===== config.mk =====
export PLATFORM = sky130hd
export DESIGN_NAME = decoder_seq
export DESIGN_NICKNAME = d
export VERILOG_FILES = /design/src/rtl/decoder_seq.sv
export SDC_FILE = /design/constraint.sdc
export NUM_CORES = 1
export LEC_CHECK = 0
export ABC_AREA = 1
export CELL_PAD_IN_SITES_DETAIL_PLACEMENT = 0
export CELL_PAD_IN_SITES_GLOBAL_PLACEMENT = 1
export CORE_MARGIN = 2
export CORE_UTILIZATION = 37
export CTS_CLUSTER_DIAMETER = 80
export CTS_CLUSTER_SIZE = 30
export DETAILED_ROUTE_END_ITERATION = 10
export DONT_BUFFER_PORTS = 1
export PLACE_DENSITY = 0.7
export SYNTH_ARGS = -nofsm -noshare
export SYNTH_HDL_FRONTEND = slang
export SYNTH_SLANG_ARGS = --single-unit

===== constraint.sdc =====
create_clock -name clk_1 -period 1.7 [get_ports clk_1]
set_clock_uncertainty 0.05 [all_clocks]
set_input_delay 0.51 -clock clk_1 [delete_from_list [all_inputs] [get_ports clk_1]]
set_output_delay 0.51 -clock clk_1 [all_outputs]
set_load 0.03 [all_outputs]

===== src/rtl/decoder_seq.sv =====
// decoder_seq: multi-cycle opcode microsequencer driving the datapath control bus
module decoder_seq #(
  parameter int                DATA_W     = 8,
  parameter int                STEP_W     = 2,
  parameter logic [DATA_W-1:0] NOP_OPCODE = DATA_W'(8'hEA),
  parameter bit                ENABLE_ABS = 1'b1,
  parameter bit                ILL_STICKY = 1'b0
) (
  input  logic              clk_1,
  input  logic              rst,
  input  logic              normal,
  input  logic              flush,
  input  logic              ready,
  input  logic [DATA_W-1:0] instruction,
  output logic              w_rd,
  output logic              pc_data,
  output logic              increment,
  output logic              lower_byte,
  output logic              x_con,
  output logic              y_con,
  output logic              accumulator_con,
  output logic              status_con,
  output logic              stack_pointer_con,
  output logic              branch_uncon,
  output logic              branch_con,
  output logic [2:0]        branch_op,
  output logic [3:0]        alu_op,
  output logic [1:0]        operand_mux_con,
  output logic              addr_lat_lo,
  output logic              addr_lat_hi,
  output logic              sync,
  output logic              illegal,
  output logic [STEP_W-1:0] step
);
  localparam logic [3:0] ADC = 4'd1, SBC = 4'd2, AND = 4'd3, EOR = 4'd4, ORA = 4'd5, PASS = 4'd11;

  logic [DATA_W-1:0] ir_q, ir_d;
  logic [STEP_W-1:0] step_q, step_d, s;
  logic              ill_q, ill_d;
  logic              adc_i, sbc_i, and_i, ora_i, eor_i, lda_i, ldx_i, ldy_i;
  logic              imm, zp, ab, nop, ill, adc_mem, t0, t1, t2, mem, imm_t1, alu_wr, cont;

  function automatic logic op_is(input logic [DATA_W-1:0] ir, input logic [7:0] op);
    return ir == DATA_W'(op);
  endfunction

  assign adc_i   = op_is(ir_q, 8'h69);
  assign sbc_i   = op_is(ir_q, 8'hE9);
  assign and_i   = op_is(ir_q, 8'h29);
  assign ora_i   = op_is(ir_q, 8'h09);
  assign eor_i   = op_is(ir_q, 8'h49);
  assign lda_i   = op_is(ir_q, 8'hA9);
  assign ldx_i   = op_is(ir_q, 8'hA2);
  assign ldy_i   = op_is(ir_q, 8'hA0);
  assign imm     = adc_i | sbc_i | and_i | ora_i | eor_i | lda_i | ldx_i | ldy_i;
  assign zp      = op_is(ir_q, 8'h65) | op_is(ir_q, 8'h85);
  assign ab      = ENABLE_ABS && (op_is(ir_q, 8'h6D) | op_is(ir_q, 8'h8D));
  assign nop     = op_is(ir_q, 8'hEA);
  assign ill     = !(imm | zp | ab | nop);
  assign adc_mem = op_is(ir_q, 8'h65) | op_is(ir_q, 8'h6D);

  // normal=0 presents the fetch step on the outputs before the state register catches up
  assign s       = normal ? step_q : '0;
  assign t0      = s == '0;
  assign t1      = s == STEP_W'(1);
  assign t2      = s == STEP_W'(2);
  assign mem     = (zp && t2) || (ab && s == STEP_W'(3));
  assign imm_t1  = imm && t1;
  assign alu_wr  = imm_t1 || (mem && adc_mem);
  assign cont    = (zp && t1) || (ab && (t1 || t2));

  assign sync              = t0;
  assign pc_data           = !mem;
  assign increment         = ready && !(t1 && (nop || ill)) && !mem;
  assign w_rd              = ready && mem && !adc_mem;
  assign addr_lat_lo       = ready && t1 && (zp || ab);
  assign addr_lat_hi       = ready && t2 && ab;
  assign x_con             = ready && imm_t1 && ldx_i;
  assign y_con             = ready && imm_t1 && ldy_i;
  assign accumulator_con   = ready && alu_wr && !(imm_t1 && (ldx_i || ldy_i));
  assign status_con        = ready && alu_wr;
  assign operand_mux_con   = alu_wr ? 2'd3 : 2'd0;
  assign alu_op            = imm_t1 ? ((lda_i | ldx_i | ldy_i) ? PASS : sbc_i ? SBC : and_i ? AND :
                                       eor_i ? EOR : ora_i ? ORA : ADC)
                           : mem ? (adc_mem ? ADC : PASS) : 4'd0;
  assign illegal           = ill_q || (t1 && ill);
  assign step              = s;
  assign lower_byte        = 1'b0;
  assign stack_pointer_con = 1'b0;
  assign branch_uncon      = 1'b0;
  assign branch_con        = 1'b0;
  assign branch_op         = 3'd0;

  always_comb begin
    ill_d  = ill_q || (ILL_STICKY && t1 && ill);
    ir_d   = (!normal || flush) ? NOP_OPCODE : (ready && t0) ? instruction : ir_q;
    step_d = !normal ? '0 : flush ? STEP_W'(1) : !ready ? step_q : t0 ? STEP_W'(1) :
             cont ? step_q + 1'b1 : '0;
  end

  always_ff @(posedge clk_1 or negedge rst) begin
    if (!rst) begin
      ir_q   <= NOP_OPCODE;
      step_q <= '0;
      ill_q  <= 1'b0;
    end else begin
      ir_q   <= ir_d;
      step_q <= step_d;
      ill_q  <= ill_d;
    end
  end
endmodule


Yosys cells after proc, flatten, opt, wreduce, memory -nomap -nowiden
Cells that the tools add are included.
{"block": "totals", "register_bits": 10, "inputBits": 13, "elab_cells": 91}
{"block": "op_classes", "addsub": 1, "eq_ne": 17, "mux": 17, "bitwise_logic": 15, "reduce_logical": 39}
{"op": "== test 8 bit, second input constant", "count": 7}
{"op": "== test 8 x 7 -> 1 bit, second input constant", "count": 4}
{"op": "logical AND 1 bit", "count": 23}
{"op": "2-to-1 mux 4 bit", "count": 4}
{"op": "2-to-1 mux 8 bit", "count": 2}
{"op": "OR 1 bit", "count": 15}
{"op": "2-to-1 mux 2 bit", "count": 7}
{"op": "2-to-1 mux 3 bit", "count": 4}
{"op": "== test 8 x 4 -> 1 bit, second input constant", "count": 1}
{"op": "== test 8 x 6 -> 1 bit, second input constant", "count": 1}
{"op": "logical OR 1 bit", "count": 8}
{"op": "zero test 1 bit", "count": 6}
{"op": "== test 2 bit, second input constant", "count": 2}
{"op": "inequality test 3 x 1 -> 1 bit, second input constant", "count": 1}
{"op": "adder 2 x 1 -> 2 bit, second input constant", "count": 1}
{"op": "== test 2 x 1 -> 1 bit, second input constant", "count": 1}
{"op": "zero test 2 bit", "count": 1}
{"op": "nonzero test 2 bit", "count": 1}

Depth between registers and ports, before layout
Gate-level depths: netlist of the first run.
{"block": "logic_depth", "depth_word": 17, "depth_mapped": 10}

Least setup slack after synthesis of the first run
OpenSTA, ideal clock, no wires.
{"block": "synth_timing", "kind": "in2out", "startpoint": "input normal", "endpoint": "output w_rd", "arrival_time_ns": 2.073, "setup_slack_ns": -0.933, "path_stages": 7, "n_path_buf": 0, "path_cell_list": "nand2_1 > inv_1 > ha_1 > nand3_2 > nand2_2 > inv_1 > nor3_1"}
{"block": "synth_between", "elab_chain_cells": 6, "word_cells_on_any_way": 8, "classes_between": "eq/ne (2); mux (1); reduce/logical (5)"}
{"item": "start: declaration", "line_no": "11", "rtl": "input logic normal,"}
{"item": "2-to-1 mux 2 bit *", "line_no": "63", "rtl": "assign s = normal ? step_q : '0;"}
{"item": "named net step[1]", "line_no": "33", "rtl": "output logic [STEP_W-1:0] step"}
{"item": "== test 2 bit (on tied branches)", "line_no": "66, 67"}
{"item": "logical AND 1 bit", "line_no": "67", "rtl": "assign mem = (zp && t2) || (ab && s == STEP_W'(3));"}
{"item": "logical OR 1 bit *", "line_no": "67"}
{"item": "logical AND 1 bit * (2 in a row)", "line_no": "75", "rtl": "assign w_rd = ready && mem && !adc_mem;"}
{"item": "end: declaration", "line_no": "15", "rtl": "output logic w_rd,"}
Mark *: on every way through the listed nets, which the timed path passes. The rest lies on a longest branch.

Final worst setup path of the first run
{"block": "layout_timing", "startpoint": "register ir_q[5]", "endpoint": "output w_rd"}
{"block": "layout_between", "elab_chain_cells": 6, "word_cells_on_any_way": 13, "classes_between": "eq/ne (4); bitwise (3); reduce/logical (6)"}
{"item": "start: declaration", "line_no": "37", "rtl": "logic [DATA_W-1:0] ir_q, ir_d;"}
{"item": "start signal: assignment", "line_no": "107", "rtl": "ir_q <= ir_d;"}
{"item": "== test 8 x 7 -> 1 bit or == test 8 bit (tied branches)", "line_no": "44", "rtl": "return ir == DATA_W'(op);"}
{"item": "OR 1 bit (on tied branches)", "line_no": "56, 57"}
{"item": "logical AND 1 bit", "line_no": "67"}
{"item": "logical OR 1 bit", "line_no": "67"}
{"item": "logical AND 1 bit", "line_no": "75"}
{"item": "logical AND 1 bit *", "line_no": "75"}
Mark *: on every way between the ends. The rest lies on a longest branch, timed or not.

==> results.toml, run 1 <==
[detailed_routing]
drtIter0Drc = 13
dr.pass1.iters = 4
via_count = 1083
ant_nets = 0
routed_wirelength_um = 2882
wl_per_cell_um = 12.64
via_per_inst = 4.750
post-route-drc-count = 0

[layout]
num-nets-final = 216
drive_gt1_share_pct = 62.63
num-fill-cells = 188
multiInputGateArea_um2 = 863.3
final_cell_area_um2 = 1822
area_growth_pct = 93.10
diodes = 0
fin_cells = 228
seq_area_um2 = 256.5

[yosys]
synth-seq-cells = 10
synth_edf_count = 0
syn_inst = 141
synth_top_area_share_pct = 13.93
async_flop_share_pct = 100.0
post-synth-top-area-cell = "dfstp_2"
syn_area_um2 = 943.4
ys_warn_count = 0
synthTopCellsByCount = "nand2_1, inv_1, o21ai_0"
yosys.cell_count.top_type = "nand2_1"
synth.area.top_cells = "dfstp_2, dfrtp_1, nand2_1"
syn_area_per_cell_um2 = 6.691
ys_seq_area_share_pct = 27.19
yosysUniqueCellTypes = 22
ys.flop_type = "dfstp_2"

[die]
die_area_um2 = 2970
die_h_um = 54.50
core-area_um2 = 2455
io_pins = 39
rows = 18
initial_utilization_pct = 38.43
die_x_um = 54.50

[worst_setup_path]
crit_type = "reg -> out"
crit_slowest_cell = "dfstp_2"
start_kind = "register"
cp_data_required_time_ns = 1.14
path_common_cell = "nand2_4"
slowest_delay_ns = 0.54
cp.arrival_ns = 1.81
end_kind = "primary output"
path_cells = "inv_2 -> nor2_4 -> nand2_4 -> nand2_4 -> nand3_4 -> nand2_4 -> clkinvlp_4 -> nor3_4 -> buf_12"
cp_max_fo = 4

[global_routing]
grt_max_degree = 16
grt_pass1_vias = 1047
grt.overflow.total = 0
antenna_found_initial = 0
grt_pass1_wl_um = 4395
track_usage_pct = 20.39

[pwr]
leakage_nw = 0.8737
vdd_ir_drop_max_mv = 0.4871
power_density_nw_per_um2 = 434.2

[sta]
finalCriticalPeriod_ns = 2.366
hold_violations = 0
finalSetupViolCount = 18
fin_hold_ws_ns = 0.03658
setup_ws_ns = -0.6659
rsz0062_at_grt = "yes"
fin_crit_sh_pct = 139.2
setup_tns_ns = -9.402
max_freq_mhz = 422.7
slew_violations = 0

[status]
violations = "negative setup slack"
status = "complete, but fails checks"

[clock_tree]
htree_levels = 1
cts.sinks = 10
insertion_delay_ns = 0.26
path_clk_slew_ns = 0.07
cts_made_buffers = 3
cts_tree = "yes"
root_buffer = "clkbuf_4"
max-clock-path-buffers = 2

[placement]
gp_congestion = 0.8440
port_buffers = 0
dp_worst_setup_slack_ns = -0.4562
dpl.hpwl_um = 2177
place_inst = 209
placed_area_um2 = 1455

[run]
maxCapViolCount = 0

[min_path]
min_path_type = "in -> async"
cell families (layout without fill, tap and decap cells):
family                   count (synthesis)  in the layout  share of synthesized area, %
flip-flops                              10             10                         27.19
buffers and inverters                   32             83                         16.44
AO/OA/AOI/OAI                           21             21                         11.41
adder cells (fa/ha/maj)                  4              4                         5.305
AND/OR/NAND/NOR                         73             73                         39.26
other                                    1              7                        0.3975
final cells by class:
type,instances,area share (%)
Clock buffer,4,1.442
Inverter,22,5.426
Multi-Input combinational cell,105,47.39
Sequential cell,10,14.08
Tap cell,30,2.060
Timing Repair Buffer,57,29.60
critical path, delay by kind of cell, from the launching register on:
family                 cells  cell delay (ns)
AND/OR/NAND/NOR            6             0.70
flip-flops                 1             0.54
buffers and inverters      3             0.32
stage by stage:
stage                     total power, W  util (%)
final                          0.0007910     74.21
after floorplan                0.0004513         -
after global placement         0.0005369     59.28
after detailed placement       0.0005406     59.28
after CTS                      0.0007595     69.27
after global routing           0.0008423     74.21
per-layer routing:
metal  track usage [%]  part of all wire, %  routed length [um]  vias to the layer above
met1             23.23                   40                1146                      515
met4             3.750                 0.49                  14                        0
li1                  -                    -                   -                      548
met2             39.36                   58                1660                       18
met5                 0                    0                   0                        -
met3             3.552                  2.1                  60                        2
cell usage in the layout (no fill, tap or decap), types with 2 or more instances in the layout:
| cell | n |
|---|---|
| nor3_4 | 4 |
| nand3_2 | 2 |
| nor2_1 | 7 |
| dfrtp_1 | 5 |
| ha_4 | 4 |
| clkbuf_4 | 3 |
| inv_1 | 11 |
| buf_6 | 9 |
| o21ai_0 | 13 |
| dfstp_2 | 5 |
| conb_1 | 7 |
| buf_12 | 6 |
| nor3_2 | 2 |
| inv_6 | 2 |
| nand2_2 | 7 |
| a21oi_1 | 2 |
| nand3_1 | 7 |
| nand2_1 | 15 |
| nand2_4 | 10 |
| inv_2 | 7 |
| nand3_4 | 3 |
| nor2_4 | 11 |
| buf_4 | 41 |
power breakdown:
part	internal, W	switching [W]
sequential	0.000264	0.0000166
combinational	0.000153	0.000190
clock	0.0000905	0.0000766
total	0.000507	0.000284
state kept, by name, indices dropped and copies added (netlist names):
register and flops:
ir_q 8, step_q 2
final timing paths:
path | cells after the start | start | slack [ns] | to
worst max-delay path | 9 | ir_q[5] | -0.67 | w_rd
min in group clk_1 | 2 | instruction[4] | 0.35 | ir_q[4]
max in group asynchronous | 1 | rst | 0.90 | ir_q[0]
worst min-delay path | 0 | rst | 0.04 | ir_q[1]
worst min register to register | 3 | ir_q[6] | 0.59 | ir_q[6]
worst max register to register | 13 | ir_q[6] | -0.02 | step_q[0]
repair_timing:
item	CTS	global route
buffers inserted	9	6
hold endpoints to repair	5	0
pin swaps	12	8
hold buffers	1	0
resized for setup	34	18
setup endpoints to repair	17	25
No activity file was read; power rests on OpenSTA's default activity.
==> inputs of run 2 (changes only) <==
--- a/config.mk
+++ b/config.mk
@@ -6,10 +6,8 @@
 export NUM_CORES = 1
 export LEC_CHECK = 0
 export ABC_AREA = 1
-export CELL_PAD_IN_SITES_DETAIL_PLACEMENT = 0
-export CELL_PAD_IN_SITES_GLOBAL_PLACEMENT = 1
 export CORE_MARGIN = 2
-export CORE_UTILIZATION = 37
+export CORE_UTILIZATION = 55
 export CTS_CLUSTER_DIAMETER = 80
 export CTS_CLUSTER_SIZE = 30
 export DETAILED_ROUTE_END_ITERATION = 10
==> run 2 against run 1 <==
Area after synthesis is the same. Synthesized cell count is the same. The run now fails in 4_1_cts.
==> results.toml, run 2 <==
[yosys]
yosys.cell_count.top_type = "nand2_1"
post-synth-top-area-cell = "dfstp_2"
yosysUniqueCellTypes = 22
synth.area.top_cells = "dfstp_2, dfrtp_1, nand2_1"
syn_area_per_cell_um2 = 6.691
synth_top_area_share_pct = 13.93
ys_seq_area_share_pct = 27.19
ys.flop_type = "dfstp_2"
syn_inst = 141
synth_edf_count = 0
ys_warn_count = 0
syn_area_um2 = 943.4
async_flop_share_pct = 100.0
synth-seq-cells = 10
synthTopCellsByCount = "nand2_1, inv_1, o21ai_0"

[placement]
gp_congestion = 0.8128
dpl.hpwl_um = 2151
dp_worst_setup_slack_ns = -0.4596
placed_area_um2 = 1403
port_buffers = 0

[clock_tree]
root_buffer = "clkbuf_4"
cts_resized = 37
cts_hold_buf = 1
htree_levels = 1
cts.sinks = 10
cts_made_buffers = 3
max-clock-path-buffers = 2
post_cts_buffers = 7

[die]
rows = 14
die_x_um = 45.42
initial_utilization_pct = 60.51
die_h_um = 45.42
io_pins = 39

[status]
lastStage = "4_1_cts"
error = "[ERROR DPL-0038] Utilization greater than 100%, impossible to legalize"
status = "stopped before the end"
run 2: cell counts after synthesis:
Identical to the previous run, type by type.
run 2: cell families after synthesis:
family / Yosys count / synth area share (%)
buf+inv: 32 / 16.44
compound gates: 21 / 11.41
simple gates: 73 / 39.26
flops: 10 / 27.19
fa+ha+maj: 4 / 5.305
other cells: 1 / 0.3975
run 2: per-stage QoR:
step	cells	TNS [ns]
after floorplan	147	-4.247
after global placement	192	-5.833
after detailed placement	192	-6.765
==> inputs of run 3 (changes only) <==
==> config.mk (replaced) <==
export PLATFORM = sky130hd
export DESIGN_NAME = decoder_seq
export DESIGN_NICKNAME = d
export VERILOG_FILES = /design/src/rtl/decoder_seq.sv
export SDC_FILE = /design/constraint.sdc
export NUM_CORES = 1
export LEC_CHECK = 0
export ABC_AREA = 1
export CORE_AREA = 2 2 63 65
export DETAILED_ROUTE_END_ITERATION = 10
export DIE_AREA = 0 0 65 67
export DONT_BUFFER_PORTS = 1
export PLACE_DENSITY_LB_ADDON = 0.15
export SYNTH_ARGS = -nofsm -noshare
export SYNTH_HDL_FRONTEND = slang
export SYNTH_SLANG_ARGS = --single-unit
==> constraint.sdc (replaced) <==
create_clock -name clk_1 -period 2.2 [get_ports clk_1]
set_clock_uncertainty 0.05 [all_clocks]
set_input_delay 0.66 -clock clk_1 [delete_from_list [all_inputs] [get_ports clk_1]]
set_output_delay 0.66 -clock clk_1 [all_outputs]
set_load 0.03 [all_outputs]
==> run 3 against run 2 <==
The flow now finishes, with violations (negative setup slack).
==> results.toml, run 3 (synthesis gave the netlist of run 1 again) <==
[layout]
top_register = "ir_q"
seq_area_um2 = 256.5
area_growth_pct = 86.47
layout_common_cells = "buf_4, nand2_1, o21ai_0"
layout_commonest_cell = "buf_4"
num-fill-cells = 350
diodes = 0
drive_gt1_share_pct = 61.26
num-nets-final = 209
largest_reg_flops = 8
multiInputGateArea_um2 = 820.8
reg.largest.list = "ir_q: 8 flops, step_q: 2 flops"

[sta]
rsz0062_at_grt = "yes"
fin_crit_sh_pct = 112.7
finalCriticalPeriod_ns = 2.479
setup_ws_ns = -0.2793
max_freq_mhz = 403.3
hold_violations = 0
setup_tns_ns = -3.163
slew_violations = 0
finalSetupViolCount = 16

[pwr]
leakage_nw = 0.8289
vdd_ir_drop_max_mv = 0.4748
power_density_nw_per_um2 = 373.9

[die]
die_h_um = 67
core-area_um2 = 3606
initial_utilization_pct = 26.16
io_pins = 39
rows = 22
die_area_um2 = 4355
die_x_um = 65

[placement]
dpl.hpwl_um = 2167
port_buffers = 0
dp_worst_setup_slack_ns = -0.1382
gp_congestion = 0.7966

[status]
violations = "negative setup slack"
status = "complete, but fails checks"

[global_routing]
grt_max_degree = 16
track_usage_pct = 13.00
antenna_found_initial = 0
grt_pass1_vias = 1039
grt.overflow.total = 0
grt_pass1_wl_um = 4450

[detailed_routing]
via_count = 1054
wl_per_cell_um = 11.36
routed_wirelength_um = 2716
ant_nets = 0
dr.pass1.iters = 4
drtIter0Drc = 20
post-route-drc-count = 0
via_per_inst = 4.410

[clock_tree]
cts_made_buffers = 3
cts.sinks = 10
cts_tree = "yes"
insertion_delay_ns = 0.24
htree_levels = 1
max-clock-path-buffers = 2
path_clk_slew_ns = 0.05
root_buffer = "clkbuf_8"

[worst_setup_path]
cp_max_fo = 4
worst_r2r_endpoint = "step_q[0]"
r2r_slack_ns = 0.39
reg2reg_depth = 14
start_kind = "register"
end_kind = "primary output"
r2r_start = "ir_q[5]"
crit_type = "reg -> out"
cp_data_required_time_ns = 1.49
cp.arrival_ns = 1.77

[run]
maxCapViolCount = 0

[min_path]
min_path_type = "in -> async"
run 3: stage by stage:
stage                     hold slack (ns)  total power, W  area (um^2)  utilization (%)  cells
after floorplan                    0.3144       0.0003463         1101                -    147
final                             0.06093       0.0006577         1759            48.79    239
after CTS                         0.06054       0.0006396         1659            46.01    236
after global placement             0.3147       0.0004029         1424            39.49    223
after global routing              0.05302       0.0006940         1759            48.79    239
after detailed placement           0.3147       0.0004049         1424            39.49    223
run 3: cell type report:
class                      count  share of cell area, %
inverter                      22                  6.188
clock buffer                   4                  2.560
sequential                    10                  14.58
tap                           48                  3.414
timing repair buffer          50                  26.60
multi-input combinational    105                  46.66
run 3: power by group:
part | switching, W | internal [W] | total (W) | leakage [nW]
sequential | 0.0000146 | 0.000205 | 0.000219 | 0.119
clock | 0.0000713 | 0.000127 | 0.000198 | 0.0228
combinational | 0.000137 | 0.000103 | 0.000240 | 0.687
total | 0.000223 | 0.000434 | 0.000658 | 0.829
run 3: worst max-delay path, cell delays in order, from the launching register on:
cell	delay, ns
dfstp_2	0.53
inv_2	0.05
nor2_4	0.11
nand2_2	0.08
nand2_4	0.11
nand3_4	0.08
nand2_4	0.10
clkinvlp_4	0.11
nor3_4	0.22
buf_12	0.14
run 3: worst max path at each step:
stage	endpoint	slack, ns	startpoint
floorplan	w_rd	-0.20	normal
global placement	w_rd	-0.09	ir_q[5]
detailed placement	w_rd	-0.14	ir_q[5]
CTS	w_rd	-0.29	ir_q[5]
global route	w_rd	-0.37	ir_q[7]
finish	w_rd	-0.28	ir_q[7]
run 3: repair_timing:
action                     4_1_cts  5_1_grt
gates resized for setup         35       19
hold buffers                     0        0
setup endpoints to repair       15       16
buffers inserted                10        4
pin swaps                       13       14
run 3: layer usage:
metal | share of wire [%] | global-route usage (%)
met1 | 44 | 15.66
met2 | 50 | 23.97
met3 | 5.0 | 2.027
met4 | 0.96 | 3.191
met5 | 0 | 0
